`config.mk`:
```
export PLATFORM = sky130hd
export DESIGN_NAME = vend_fsm_multi
export DESIGN_NICKNAME = d
export VERILOG_FILES = /design/src/rtl/vend_fsm_multi.sv
export SDC_FILE = /design/constraint.sdc
export NUM_CORES = 1
export LEC_CHECK = 0
export ABC_CLOCK_PERIOD_IN_PS = 6650
export CAP_MARGIN = 20
export CORE_ASPECT_RATIO = 0.8
export CORE_MARGIN = 3
export CORE_UTILIZATION = 35
export DETAILED_ROUTE_END_ITERATION = 12
export DONT_BUFFER_PORTS = 1
export PLACE_DENSITY = 0.54
export REMOVE_ABC_BUFFERS = 1
export SLEW_MARGIN = 20
export SYNTH_ARGS = -nofsm -noshare
export SYNTH_HDL_FRONTEND = slang
export SYNTH_SLANG_ARGS = --single-unit
```
`constraint.sdc`:
```
create_clock -name clk -period 6.65 [get_ports clk]
set_clock_uncertainty 0.05 [all_clocks]
set_input_delay 1.33 -clock clk [delete_from_list [all_inputs] [get_ports clk]]
set_output_delay 1.33 -clock clk [all_outputs]
set_load 0.02 [all_outputs]
```
`src/rtl/vend_fsm_multi.sv`:
```
`default_nettype none
// ============================================================================
// vend_fsm_multi : multi-item vending controller owning credit and stock.
// Revision 1.0
// ============================================================================
module vend_fsm_multi #(
   parameter int NUM_ITEMS    = 4,
   parameter int IDX_W        = 2,
   parameter int CREDIT_W     = 8,
   parameter int STOCK_W      = 4,
   parameter int INIT_STOCK   = 5,
   parameter int MAX_CREDIT   = 15,
   parameter int THANK_CYCLES = 100,
   parameter int IDLE_TIMEOUT = 1000
) (
   input  logic                          clk,
   input  logic                          rst,
   input  logic                          coin_pulse,
   input  logic [CREDIT_W-1:0]           coin_value,
   input  logic                          purchase_btn,
   input  logic                          cancel_btn,
   input  logic [IDX_W-1:0]              item_select,
   input  logic [NUM_ITEMS*CREDIT_W-1:0] price_flat,
   input  logic                          restock_pulse,
   input  logic [IDX_W-1:0]              restock_item,
   input  logic [STOCK_W-1:0]            restock_qty,
   output logic [CREDIT_W-1:0]           credit,
   output logic [NUM_ITEMS*STOCK_W-1:0]  stock_flat,
   output logic [2:0]                    state,
   output logic                          busy,
   output logic                          vend_pulse,
   output logic [IDX_W-1:0]              vend_item,
   output logic                          coin_reject,
   output logic                          error_flag,
   output logic [2:0]                    error_code,
   output logic                          change_valid,
   output logic [CREDIT_W-1:0]           change_due
);

   typedef enum logic [2:0] {
      S_IDLE   = 3'd0,
      S_CREDIT = 3'd1,
      S_CHECK  = 3'd2,
      S_VEND   = 3'd3,
      S_THANK  = 3'd4,
      S_CHANGE = 3'd5,
      S_ERROR  = 3'd6
   } state_t;

   localparam logic [2:0] c_err_overflow     = 3'd1;
   localparam logic [2:0] c_err_sold_out     = 3'd2;
   localparam logic [2:0] c_err_insufficient = 3'd3;
   localparam logic [2:0] c_err_bad_item     = 3'd4;

   localparam int IDLE_W  = (IDLE_TIMEOUT > 1) ? $clog2(IDLE_TIMEOUT) : 1;
   localparam int THANK_W = (THANK_CYCLES > 1) ? $clog2(THANK_CYCLES) : 1;

   localparam logic [IDLE_W-1:0]   c_idle_last  = IDLE_W'((IDLE_TIMEOUT > 0) ? IDLE_TIMEOUT - 1 : 0);
   localparam logic [THANK_W-1:0]  c_thank_last = THANK_W'(THANK_CYCLES - 1);
   localparam logic [CREDIT_W:0]   c_max_credit = (CREDIT_W + 1)'(MAX_CREDIT);
   localparam logic [STOCK_W-1:0]  c_init_stock = STOCK_W'(INIT_STOCK);

   state_t                                 state_q, state_d;
   logic [CREDIT_W-1:0]                    credit_q, credit_d;
   logic [NUM_ITEMS-1:0][STOCK_W-1:0]      stock_q, stock_d;
   logic [IDX_W-1:0]                       sel_q, sel_d;
   logic [IDLE_W-1:0]                      idle_cnt_q, idle_cnt_d;
   logic [THANK_W-1:0]                     thank_cnt_q, thank_cnt_d;
   logic                                   vend_pulse_q, vend_pulse_d;
   logic [IDX_W-1:0]                       vend_item_q, vend_item_d;
   logic                                   coin_reject_q, coin_reject_d;
   logic                                   error_flag_q, error_flag_d;
   logic [2:0]                             error_code_q, error_code_d;
   logic                                   change_valid_q, change_valid_d;
   logic [CREDIT_W-1:0]                    change_due_q, change_due_d;

   logic [NUM_ITEMS-1:0][CREDIT_W-1:0]     price;
   logic [CREDIT_W-1:0]                    price_sel;
   logic [STOCK_W-1:0]                     stock_sel;
   logic                                   sel_valid;
   logic [CREDIT_W:0]                      coin_sum;
   logic                                   accepting;

   assign price     = price_flat;
   assign coin_sum  = {1'b0, credit_q} + {1'b0, coin_value};
   assign accepting = (state_q == S_IDLE) || (state_q == S_CREDIT);

   // Decoded lookup; an out-of-range selection simply never matches.
   always_comb begin
      price_sel = '0;
      stock_sel = '0;
      sel_valid = 1'b0;
      for (int i = 0; i < NUM_ITEMS; i++) begin
         if (sel_q == IDX_W'(i)) begin
            price_sel = price[i];
            stock_sel = stock_q[i];
            sel_valid = 1'b1;
         end
      end
   end

   // Vend decrement and restock merge into one saturating update per item.
   for (genvar i = 0; i < NUM_ITEMS; i++) begin : g_stock
      logic               dec;
      logic [STOCK_W-1:0] add;
      logic [STOCK_W:0]   sum;
      assign dec = (state_q == S_VEND) && (sel_q == IDX_W'(i));
      assign add = (restock_pulse && (restock_item == IDX_W'(i))) ? restock_qty : '0;
      assign sum = {1'b0, stock_q[i]} + {1'b0, add} - {{STOCK_W{1'b0}}, dec};
      assign stock_d[i] = sum[STOCK_W] ? {STOCK_W{1'b1}} : sum[STOCK_W-1:0];
   end

   always_comb begin
      state_d        = state_q;
      credit_d       = credit_q;
      sel_d          = sel_q;
      idle_cnt_d     = '0;
      thank_cnt_d    = thank_cnt_q;
      vend_pulse_d   = 1'b0;
      vend_item_d    = vend_item_q;
      coin_reject_d  = 1'b0;
      error_flag_d   = 1'b0;
      error_code_d   = error_code_q;
      change_valid_d = 1'b0;
      change_due_d   = change_due_q;

      if (coin_pulse && !accepting) begin
         coin_reject_d = 1'b1;
      end

      case (state_q)
         S_IDLE, S_CREDIT: begin
            if (coin_pulse) begin
               if (coin_sum > c_max_credit) begin
                  coin_reject_d = 1'b1;
                  error_flag_d  = 1'b1;
                  error_code_d  = c_err_overflow;
                  state_d       = S_ERROR;
               end else begin
                  credit_d = coin_sum[CREDIT_W-1:0];
                  state_d  = (coin_sum != '0) ? S_CREDIT : S_IDLE;
               end
            end else if (cancel_btn && (credit_q != '0)) begin
               state_d = S_CHANGE;
            end else if (purchase_btn) begin
               sel_d   = item_select;
               state_d = S_CHECK;
            end else if ((state_q == S_CREDIT) && (IDLE_TIMEOUT != 0)) begin
               if (idle_cnt_q == c_idle_last) begin
                  state_d = S_CHANGE;
               end else begin
                  idle_cnt_d = idle_cnt_q + 1'b1;
               end
            end
         end
         S_CHECK: begin
            state_d = S_ERROR;
            if (!sel_valid) begin
               error_flag_d = 1'b1;
               error_code_d = c_err_bad_item;
            end else if (stock_sel == '0) begin
               error_flag_d = 1'b1;
               error_code_d = c_err_sold_out;
            end else if (credit_q < price_sel) begin
               error_flag_d = 1'b1;
               error_code_d = c_err_insufficient;
            end else begin
               state_d = S_VEND;
            end
         end
         S_VEND: begin
            vend_pulse_d = 1'b1;
            vend_item_d  = sel_q;
            credit_d     = credit_q - price_sel;
            thank_cnt_d  = '0;
            state_d      = S_THANK;
         end
         S_THANK: begin
            if (thank_cnt_q == c_thank_last) begin
               state_d = S_CHANGE;
            end else begin
               thank_cnt_d = thank_cnt_q + 1'b1;
            end
         end
         S_CHANGE: begin
            change_due_d   = credit_q;
            change_valid_d = (credit_q != '0);
            credit_d       = '0;
            state_d        = S_IDLE;
         end
         S_ERROR: begin
            state_d = (credit_q != '0) ? S_CREDIT : S_IDLE;
         end
         default: begin
            state_d = S_IDLE;
         end
      endcase
   end

   always_ff @(posedge clk or posedge rst) begin
      if (rst) begin
         state_q        <= S_IDLE;
         credit_q       <= '0;
         stock_q        <= {NUM_ITEMS{c_init_stock}};
         sel_q          <= '0;
         idle_cnt_q     <= '0;
         thank_cnt_q    <= '0;
         vend_pulse_q   <= 1'b0;
         vend_item_q    <= '0;
         coin_reject_q  <= 1'b0;
         error_flag_q   <= 1'b0;
         error_code_q   <= '0;
         change_valid_q <= 1'b0;
         change_due_q   <= '0;
      end else begin
         state_q        <= state_d;
         credit_q       <= credit_d;
         stock_q        <= stock_d;
         sel_q          <= sel_d;
         idle_cnt_q     <= idle_cnt_d;
         thank_cnt_q    <= thank_cnt_d;
         vend_pulse_q   <= vend_pulse_d;
         vend_item_q    <= vend_item_d;
         coin_reject_q  <= coin_reject_d;
         error_flag_q   <= error_flag_d;
         error_code_q   <= error_code_d;
         change_valid_q <= change_valid_d;
         change_due_q   <= change_due_d;
      end
   end

   assign credit       = credit_q;
   assign stock_flat   = stock_q;
   assign state        = state_q;
   assign busy         = !accepting;
   assign vend_pulse   = vend_pulse_q;
   assign vend_item    = vend_item_q;
   assign coin_reject  = coin_reject_q;
   assign error_flag   = error_flag_q;
   assign error_code   = error_code_q;
   assign change_valid = change_valid_q;
   assign change_due   = change_due_q;

endmodule
`default_nettype wire

```
==> impl_metrics.py <==
metrics = {
    "clocking": {
        "cts.sink_count": 63,
        "cts_resized": 0,
        "cts_buffer_depth": 2,
        "cts_tree": "built",
        "ctsHoldBuffers": 0,
        "post-cts-setup-buffers": 0,
        "h-tree-depth": 3,
        "numCtsBuffers": 9,
        "cts-root-buf": "clkbuf_16",
        "clock_latency_ns": 0.33,
        "clk_pin_slew_ns": 0.05,
    },
    "die": {
        "core_um2": 12480,
        "io_pins": 99,
        "die_w_um": 133.8,
        "chipHeight_um": 108.3,
        "die-area_um2": 14490,
        "row_count": 36,
        "start_util_pct": 36.66,
    },
    "placement": {
        "place_congestion": 0.8297,
        "hpwl_um": 8653,
        "post_dp_cell_area_um2": 4743,
        "dp.cells": 645,
        "port_buffers": 0,
    },
    "finish": {
        "multiInputGateArea_um2": 2673,
        "post_route_cells_drive_above_1_share_pct": 12.04,
        "fin_area_um2": 5035,
        "num-fill-cells": 1242,
        "instances_no_fill": 661,
        "seq_area_um2": 1587,
        "fin_nets": 595,
        "syn2layout_area_growth_pct": 10.07,
        "n_antenna_cell": 0,
    },
    "synth": {
        "async_reset_ff_share_pct": 100.0,
        "syn_inst": 483,
        "synth_edf_count": 0,
        "yosys_warnings": 0,
        "synthesis.area_um2": 4574,
        "ys.flop_type": "dfrtp_1",
        "seq_area_frac_synth_pct": 34.68,
        "ys_ff_latch": 63,
        "syn_area_per_cell_um2": 9.471,
        "ys_types": 68,
    },
    "global_route": {
        "grt_use_total_pct": 15.79,
        "gr-total-overflow": 0,
        "grt_max_degree": 64,
        "grt_pass1_wl_um": 18020,
        "grt_antenna_before_repair": 0,
        "grt_pass1_vias": 3495,
    },
    "power": {
        "leakage_nw": 2.454,
        "vdd_drop_max_v": 0.0001518,
        "p_per_area_nw_per_um2": 479.6,
        "power_mw": 2.415,
    },
    "critical_path": {
        "cp_max_fo": 15,
        "start_kind": "flop",
        "critical_path_class": "reg -> reg",
        "cp-end-kind": "flop",
        "arrival_ns": 4.04,
        "worstPathRequired_ns": 6.80,
    },
    "detailed_routing": {
        "drtPass1Iterations": 4,
        "routedLengthMet1_um": 5096,
        "vias": 3406,
        "avgRoutedWirePerCell_um": 16.56,
        "wl_met3_um": 564,
        "drc": 0,
        "via_per_inst": 5.153,
        "routed.top_layer": "met4",
        "ant_nets": 0,
        "wl_um": 10950,
        "initialDrtViolationCount": 210,
        "wl_met2_um": 5007,
    },
    "min_path": {
        "hp-class": "reg -> reg",
    },
    "timing": {
        "finalCritPeriodShare_pct": 58.58,
        "tightest_slew_ns": 0.8118,
        "tns_ns": 0,
        "max_slew_margin_pct": 45.88,
        "rsz0062_at_grt": "false",
        "max_freq_mhz": 256.7,
        "finalHoldViolCount": 0,
        "layout_min_cycle_time_ns": 3.896,
        "setup_viol": 0,
        "slew_viol_final": 0,
    },
    "status": {
        "status": "finished, final reports clean",
    },
    "flow_run": {
        "drv_cap": 0,
    },
}
==> final timing paths <==
check,slack (ns),startpoint,endpoint,cells after the start
setup / recovery,2.75,state[2]$_DFFE_PP0P_,stock_flat[15]$_DFF_PP0_,14
hold / removal,0.40,idle_cnt_q[0]$_DFF_PP0_,idle_cnt_q[0]$_DFF_PP0_,1
setup reg to reg,2.75,state[2]$_DFFE_PP0P_,stock_flat[15]$_DFF_PP0_,14
hold reg to reg,0.40,idle_cnt_q[0]$_DFF_PP0_,idle_cnt_q[0]$_DFF_PP0_,1
max in group asynchronous,4.95,rst,idle_cnt_q[4]$_DFF_PP0_,2
min in group asynchronous,1.06,rst,stock_flat[7]$_DFF_PP0_,2
==> layer usage <==
metal | vias to the layer above | track usage [%]
met5 | - | 0
met4 | 0 | 6.314
met3 | 20 | 4.558
met2 | 80 | 25.05
met1 | 1651 | 20.40
li1 | 1655 | -
==> kinds of logic (layout without fill, tap and decap cells) <==
| group | count (synthesis) | count (layout) | synth area share [%] |
|---|---|---|---|
| adder cells (fa/ha/maj) | 56 | 56 | 16.30 |
| XOR/XNOR | 30 | 30 | 5.744 |
| AO/OA/AOI/OAI | 82 | 82 | 13.32 |
| flip-flops | 63 | 63 | 34.68 |
| multiplexers | 20 | 20 | 7.002 |
| buffers and inverters | 80 | 87 | 6.893 |
| AND/OR/NAND/NOR | 152 | 152 | 16.06 |
==> Yosys cell counts, types with 2 or more instances <==
cell type / count / area [um2]
or3_1: 3 / 18.77
nor3_1: 7 / 35.03
and2_1: 4 / 25.02
a211oi_1: 3 / 22.52
a21o_1: 10 / 75.07
dfstp_2: 8 / 210.2
nor2_1: 40 / 150.1
inv_1: 70 / 262.8
mux2i_1: 2 / 20.02
o21ai_0: 10 / 50.05
fa_1: 6 / 120.1
ha_1: 50 / 625.6
nand2b_1: 6 / 37.54
mux2_4: 2 / 30.03
nand4_1: 4 / 25.02
and3_1: 4 / 25.02
or4_1: 4 / 30.03
a31oi_1: 3 / 18.77
xnor2_1: 10 / 87.58
o21a_1: 5 / 37.54
nor2b_1: 3 / 18.77
buf_2: 3 / 15.01
dfrtp_1: 55 / 1376
o21ai_1: 2 / 10.01
a21oi_1: 16 / 80.08
nand2_1: 52 / 195.2
clkbuf_1: 5 / 18.77
o221ai_1: 3 / 26.28
mux2_2: 8 / 90.09
nor3b_1: 4 / 30.03
nand3_1: 9 / 45.04
o22ai_1: 3 / 18.77
o31a_1: 3 / 26.28
a22o_2: 4 / 40.04
xor2_1: 20 / 175.2
a21oi_4: 2 / 32.53
mux4_2: 8 / 180.2
or2_1: 2 / 12.51
==> area by class of cell <==
cell class,count,area share [%]
clock buffers,12,4.896
clock inverters,4,0.8946
inverters,70,5.219
multi-input cells,340,53.08
flip-flops and latches,63,31.51
well taps,171,4.249
repair buffers,1,0.1491
==> cells in the final DEF (no fill, tap or decap), drive strengths merged, types with 8 or more instances in the layout <==
master	n
nor3	8
inv	70
mux2	10
mux4	8
dfstp	8
a21o	11
nand2	53
a21oi	19
xnor2	10
dfrtp	55
nand3	9
ha	50
nor2	41
xor2	20
clkbuf	12
o21ai	12
==> stage by stage <==
stage / util [%] / setup WS (ns) / hold WS [ns]
2_1_floorplan: - / 3.154 / 0.3751
3_3_place_gp: 38.02 / 2.807 / 0.3961
3_5_place_dp: 38.02 / 2.722 / 0.3979
4_1_cts: 40.35 / 2.684 / 0.4053
5_1_grt: 40.35 / 2.427 / 0.4267
6_report: 40.35 / 2.754 / 0.4035
==> where the power goes <==
part | switching [mW] | internal, mW
Sequential | 0.318 | 0.522
Combinational | 0.582 | 0.525
Clock | 0.169 | 0.298
Total | 1.07 | 1.35
==> worst max-delay path, cell delays in order, from the launching register on <==
cell and delay [ns]:
dfrtp_1 0.65, nand2b_4 0.25, or2_1 0.51, inv_1 0.42, and3_1 0.31, ha_1 0.28
inv_1 0.06, ha_1 0.15, inv_1 0.06, fa_1 0.39, inv_1 0.07, a21o_1 0.10
a21oi_1 0.07, xor2_1 0.29, nand2_1 0.10
==> state kept, by name, summed over array words and instances (netlist names) <==
signal and flops:
vend_pulse 1, error_flag 1, idle_cnt_q 10, change_due 8, thank_cnt_q 7, change_valid 1
vend_item 2, coin_reject 1, sel_q 2, error_code 3, state 3, stock_flat 16
credit 8
(Power assumes the default switching activity.)
